## src/rtl/macload_csr_bank.sv

```systemverilog
// MAC-load CSR bank: A/W pointer, stride, rollback, skip registers.
// Ports: clk_i/rst_i (sync, active-high); sw_csr_* software CSR access
// with combinational sw_csr_rdata_o and sw_hit_o; mlc_* controller
// pointer updates with registered mlc_drop_o; register contents out;
// csr_a_rstn_o/csr_w_rstn_o registered active-low counter-clear strobes.
// Option: define MACLOAD_CSR_PERF_EN for a_upd_cnt/w_upd_cnt at BASE+8/9.

package macload_csr_pkg;
    localparam logic [1:0] CSR_OP_NONE  = 2'd0;
    localparam logic [1:0] CSR_OP_WRITE = 2'd1;
    localparam logic [1:0] CSR_OP_SET   = 2'd2;
    localparam logic [1:0] CSR_OP_CLEAR = 2'd3;
    localparam logic [11:0] CSR_BASE   = 12'h7D0;
    localparam logic [11:0] CSR_A_ADDR = CSR_BASE;
    localparam logic [11:0] CSR_W_ADDR = CSR_BASE + 12'd1;
endpackage

module macload_csr_bank
    import macload_csr_pkg::*;
#(
    parameter logic [11:0] BASE = 12'h7D0
) (
    input  logic        clk_i,
    input  logic        rst_i,
    input  logic [1:0]  sw_csr_op_i,
    input  logic [11:0] sw_csr_addr_i,
    input  logic [31:0] sw_csr_wdata_i,
    output logic [31:0] sw_csr_rdata_o,
    output logic        sw_hit_o,
    input  logic [1:0]  mlc_csr_op_i,
    input  logic [11:0] mlc_csr_addr_i,
    input  logic [31:0] mlc_wdata_i,
    output logic        mlc_drop_o,
    output logic [31:0] a_address_o,
    output logic [31:0] w_address_o,
    output logic [31:0] a_stride_o,
    output logic [31:0] w_stride_o,
    output logic [31:0] a_rollback_o,
    output logic [31:0] w_rollback_o,
    output logic [31:0] a_skip_o,
    output logic [31:0] w_skip_o,
    output logic        csr_a_rstn_o,
    output logic        csr_w_rstn_o
);

`ifdef MACLOAD_CSR_PERF_EN
    localparam logic [11:0] NMAP = 12'd10;
`else
    localparam logic [11:0] NMAP = 12'd8;
`endif

    logic [31:0] regs_q [8];
    logic [11:0] sw_off;
    logic [11:0] mlc_off;
    logic [2:0]  sw_idx;
    logic [2:0]  mlc_idx;
    logic        sw_reg_hit;
    logic        sw_act;
    logic        mlc_wr;
    logic        mlc_ok;
    logic        mlc_commit;
    logic [31:0] sw_new;
    logic        drop_q;
    logic        a_rstn_q;
    logic        w_rstn_q;

    // Offsets wrap mod 4096, so addresses below BASE never hit.
    assign sw_off     = sw_csr_addr_i - BASE;
    assign mlc_off    = mlc_csr_addr_i - BASE;
    assign sw_idx     = sw_off[2:0];
    assign mlc_idx    = {2'b00, mlc_off[0]};
    assign sw_reg_hit = sw_off < 12'd8;
    assign sw_hit_o   = sw_off < NMAP;
    assign sw_act     = sw_reg_hit && (sw_csr_op_i != CSR_OP_NONE);

    assign mlc_wr = mlc_csr_op_i == CSR_OP_WRITE;
    assign mlc_ok = mlc_wr && (mlc_off < 12'd2);
    // Software wins a same-register collision; controller data is lost.
    assign mlc_commit = mlc_ok && !(sw_act && (sw_idx == mlc_idx));

    always_comb begin
        sw_new = regs_q[sw_idx];
        unique case (sw_csr_op_i)
            CSR_OP_WRITE: sw_new = sw_csr_wdata_i;
            CSR_OP_SET:   sw_new = regs_q[sw_idx] | sw_csr_wdata_i;
            CSR_OP_CLEAR: sw_new = regs_q[sw_idx] & ~sw_csr_wdata_i;
            default:      sw_new = regs_q[sw_idx];
        endcase
    end

    always_ff @(posedge clk_i) begin
        if (rst_i) begin
            for (int i = 0; i < 8; i++) begin
                regs_q[i] <= '0;
            end
        end else begin
            if (mlc_commit) begin
                regs_q[mlc_idx] <= mlc_wdata_i;
            end
            if (sw_act) begin
                regs_q[sw_idx] <= sw_new;
            end
        end
    end

    // Even offsets form the A group, odd offsets the W group.
    always_ff @(posedge clk_i) begin
        if (rst_i) begin
            drop_q   <= 1'b0;
            a_rstn_q <= 1'b0;
            w_rstn_q <= 1'b0;
        end else begin
            drop_q   <= mlc_wr && !mlc_commit;
            a_rstn_q <= !(sw_act && !sw_idx[0]);
            w_rstn_q <= !(sw_act && sw_idx[0]);
        end
    end

`ifdef MACLOAD_CSR_PERF_EN
    logic [31:0] a_cnt_q;
    logic [31:0] w_cnt_q;
    logic        a_clr;
    logic        w_clr;

    assign a_clr = (sw_csr_op_i == CSR_OP_WRITE) && (sw_off == 12'd8);
    assign w_clr = (sw_csr_op_i == CSR_OP_WRITE) && (sw_off == 12'd9);

    always_ff @(posedge clk_i) begin
        if (rst_i) begin
            a_cnt_q <= '0;
            w_cnt_q <= '0;
        end else begin
            if (a_clr) begin
                a_cnt_q <= '0;
            end else if (mlc_commit && !mlc_idx[0]) begin
                a_cnt_q <= a_cnt_q + 32'd1;
            end
            if (w_clr) begin
                w_cnt_q <= '0;
            end else if (mlc_commit && mlc_idx[0]) begin
                w_cnt_q <= w_cnt_q + 32'd1;
            end
        end
    end
`endif

    always_comb begin
        sw_csr_rdata_o = '0;
        unique case (1'b1)
            sw_reg_hit:          sw_csr_rdata_o = regs_q[sw_idx];
`ifdef MACLOAD_CSR_PERF_EN
            (sw_off == 12'd8):   sw_csr_rdata_o = a_cnt_q;
            (sw_off == 12'd9):   sw_csr_rdata_o = w_cnt_q;
`endif
            default:             sw_csr_rdata_o = '0;
        endcase
    end

    assign mlc_drop_o   = drop_q;
    assign csr_a_rstn_o = a_rstn_q;
    assign csr_w_rstn_o = w_rstn_q;

    assign a_address_o  = regs_q[0];
    assign w_address_o  = regs_q[1];
    assign a_stride_o   = regs_q[2];
    assign w_stride_o   = regs_q[3];
    assign a_rollback_o = regs_q[4];
    assign w_rollback_o = regs_q[5];
    assign a_skip_o     = regs_q[6];
    assign w_skip_o     = regs_q[7];

endmodule
```

## config.mk

```make
export PLATFORM = sky130hd
export DESIGN_NAME = macload_csr_bank
export DESIGN_NICKNAME = d
export VERILOG_FILES = /design/src/rtl/macload_csr_bank.sv
export SDC_FILE = /design/constraint.sdc
export NUM_CORES = 1
export LEC_CHECK = 0
export ABC_AREA = 1
export CAP_MARGIN = 20
export CORE_UTILIZATION = 50
export CTS_CLUSTER_SIZE = 40
export DETAILED_ROUTE_END_ITERATION = 12
export DONT_BUFFER_PORTS = 1
export SETUP_SLACK_MARGIN = 0.4
export SYNTH_ARGS = -nofsm -noshare
export SYNTH_HDL_FRONTEND = slang
export SYNTH_SLANG_ARGS = --single-unit
```

## constraint.sdc

```tcl
create_clock -name clk_i -period 4.1 [get_ports clk_i]
set_input_delay 0.615 -clock clk_i [delete_from_list [all_inputs] [get_ports clk_i]]
set_output_delay 0.615 -clock clk_i [all_outputs]
set_load 0.02 [all_outputs]
```

==> impl_results.md <==
* Count of TritonRoute iterations in the first routing pass at 5
* Number of cells traversed by the worst hold path at 3
* Detailed-route wire length at approximately 48000 µm
* Dominant combinational cell family by area after synthesis: simple AND/OR/NAND/NOR gates
* Signal arrival time at the worst endpoint at around 2500 ps
* Path depth of the worst reg2reg path at 8
* CTS hold repair buffers at 0
* Total nets after synthesis at between 1500 and 2000
* CTS H-Tree Depth at 1
* Wire length per cell after detailed routing at 24.2 µm
* Clock network latency to the later pin of the worst-skew pair at 540 ps
* Leading register cell type out of synthesis: edfxtp_1
* Post-synthesis area per instance at 8.18 µm²
* Number of gates given a new drive strength after cts at 0
* Power per unit of standard cell area at 426 nW/µm²
* Most frequent cell after synthesis: nand2_1
* Number of pins with negative max-slew slack in the final report at 0
* Rows at 60
* TritonCTS clock tree: built
* Violation count after the first detailed-route iteration at 1305
* Worst hold margin at roughly 300 ps
* Share of synthesized flip-flops with an asynchronous set or reset at 0%
* Via count of the first global-routing pass at 10900
* Number of antenna cells inserted at 0
* Fraction of the mapped netlist area in adder cells at 0%
* Number of fillers in the final layout at 2454
* Net switching power at 1630 µW
* Setup repair after global routing missed its margin: no
* Post-route DRC at 0
* Share of power burned in registers at approximately 51%
* Die X at 167 µm
* Crit share post-route at 76.8%
* Number of standard cells after synthesis at 1664
* Post-Synth XOR/XNOR Area at 0%
* Fraction of final layout cells sized beyond drive strength 1 at 9.98%
* Top fanout value on the critical path at 135
* Main area contributors after synthesis: edfxtp_1 56%, nand2_1 23%, nor2_1 5.8%
* Switch share at 25.9%
* Signed area change from the synthesized netlist to the final layout at 8.30%
* Worst-case headroom to the max-slew limit at between 30% and 40%
* Final count of hold timing violations at 0
* Routability congestion estimate from global placement at 0.855
* Util after Layout at 55.0%
* Multiplexer area fraction after synthesis at 0%
* Post CTS Setup Buffer Count at 0
* Via count at roughly 11000
* Final setup viols at 0
* Count of flip-flops with a built-in enable after synthesis at 256
* Peak supply drop at 330 µV
* Required time at the worst-slack endpoint at 3480 ps
* Category of the worst setup path launch point: input pin
* Share of power burned in the clock network at between 40% and 50%
* Buffer type at the clock tree root: clkbuf_16
* Sequential cell area fraction in the yosys report at 56.9%
* Die extent in y at 167 µm
* Starting density of the core at 50.8%
* Critical path endpoint category: output pin
* Crit path time final at around 3100 ps
* Number of distinct library cells after synthesis at 25
* Post-route ant nets at 0
* List of most frequent post-synthesis cells: 821 x nand2_1, 256 x edfxtp_1, 211 x nor2_1
* Number of violations of the max-capacitance limit at 0
* Clk buf depth at 3
* Routed via count divided by cell count at roughly 5.8
* HPWL after detailed placement at about 30000 µm
* Number of antenna violations at the first check in global routing at 0
* CTS sink cnt at 259
* Boundary Pins at 386
* Basic-gate share of the synthesized area counting and, or, nand and nor cells at 32.6%
* Synthesis warning total at 0
* Syn Std Cell Area at 13600 µm²
* Standard cell core area at 26800 µm²
* Number of port buffers at 0
* Cell type with the highest aggregate area in the netlist: edfxtp_1
* Int Power at 4660 µW
* Number of nets in the final layout at approximately 1700
* Critical path type: in -> out
* Global-route wire length before repair at between 70000 and 80000 µm
* Die Area at 27900 µm²
* Synth top area share at 56.4%
* Total negative slack at 0 ps
* TritonCTS buffer count at 28
* Leak pwr at around 0.0065 µW
* Sum of overflow across all layers after global routing at 0
* Post-synthesis compound-gate area fraction at 4.81%
* Worst slew pin tran at approximately 1000 ps
* Status: complete, no violations
* Highest clock frequency the design can meet at 317 MHz
* Global-route total usage across every layer at approximately 34%
* Pin count of the biggest net entering global routing at 136
* Hold WC Path Type: in -> reg
* Flop and latch count out of synthesis at 259
* Clock slew seen by the registers of the worst setup and hold paths at 60 ps
* Relative contribution of combinational cells to total power at 7.8%
* Clock Skews at 6.81 ps
==> layout make-up <==
cell class / instances / area [µm²] / area share, %
sequential: 259 / 7750 / 52.5
tap: 341 / 427 / 2.89
inverter: 55 / 214 / 1.45
clock inverter: 20 / 199 / 1.35
timing repair buffer: 33 / 310 / 2.10
multi-input combinational: 1244 / 5110 / 34.7
clock buffer: 32 / 737 / 5.00
==> cells in the final DEF, fill, tap and decap left out, types with 4 or more instances in the layout <==
cell | Yosys | layout
clkbuf_16 | 0 | 29
o21ai_0 | 69 | 69
nor2_1 | 211 | 211
buf_12 | 0 | 5
nand4_2 | 8 | 8
nand4_1 | 34 | 34
inv_2 | 35 | 34
inv_1 | 16 | 14
buf_4 | 10 | 28
clkinv_2 | 1 | 11
edfxtp_1 | 256 | 256
nand2_1 | 821 | 815
o21ai_1 | 29 | 29
nand2_2 | 31 | 37
bufinv_16 | 0 | 4
a21oi_1 | 33 | 33
clkinv_1 | 1 | 8
==> metal layers <==
metal	wire, µm	part of all wire, %	global-route usage, %
met1	18200	38	42.6
met4	1660	3.5	11.4
met5	0	0	0
met2	22100	46	54.7
met3	6110	13	11.6
==> worst paths after layout <==
check,startpoint,end,slack [ps]
max reg2reg,regs_q[5][17],regs_q[4][17],2450
min reg2reg,regs_q[6][8],regs_q[1][8],1130
max,sw_csr_addr_i[0],sw_csr_rdata_o[5],950
min,mlc_csr_op_i[1],mlc_drop_o,300
==> state kept, by name, indices dropped and copies added, names as in the netlist <==
| register | cells |
|---|---|
| mlc_drop_o | 1 |
| csr_w_rstn_o | 1 |
| regs_q | 256 |
| csr_a_rstn_o | 1 |
==> kinds of logic (layout without fill, tap and decap cells) <==
family,after synthesis,after routing
and+or+nand+nor,1113,1113
DFF,259,259
AOI/OAI and AO/OA,131,131
buffers and inverters,161,140
==> per-stage QoR <==
step	power (µW)	area, µm²	cells	setup WS [ps]
CTS	6290	14700	1983	1180
detailed placement	3730	13800	1931	959
floorplan	3600	13600	1664	1170
global placement	3720	13800	1930	1030
global route	6460	14700	1984	1010
finish	6290	14700	1984	950
==> worst max-delay path, stage by stage <==
cell	delay (ps)
inv_4	470
buf_12	310
nand2_1	80
nand2_1	70
nand2_1	50
nand2_1	90
nand2_1	60
a21oi_1	570
==> power by group through the flow <==
| stage | registers [µW] | clock network [µW] | logic (µW) |
|---|---|---|---|
| 6_report | 3190 | 2600 | 492 |
| 3_5_place_dp | 3240 | 0 | 485 |
| 3_3_place_gp | 3240 | 0 | 479 |
| 4_1_cts | 3190 | 2620 | 488 |
| 5_1_grt | 3200 | 2720 | 552 |
| 2_1_floorplan | 3210 | 0 | 390 |
No activity file was read; power rests on OpenSTA's default activity.
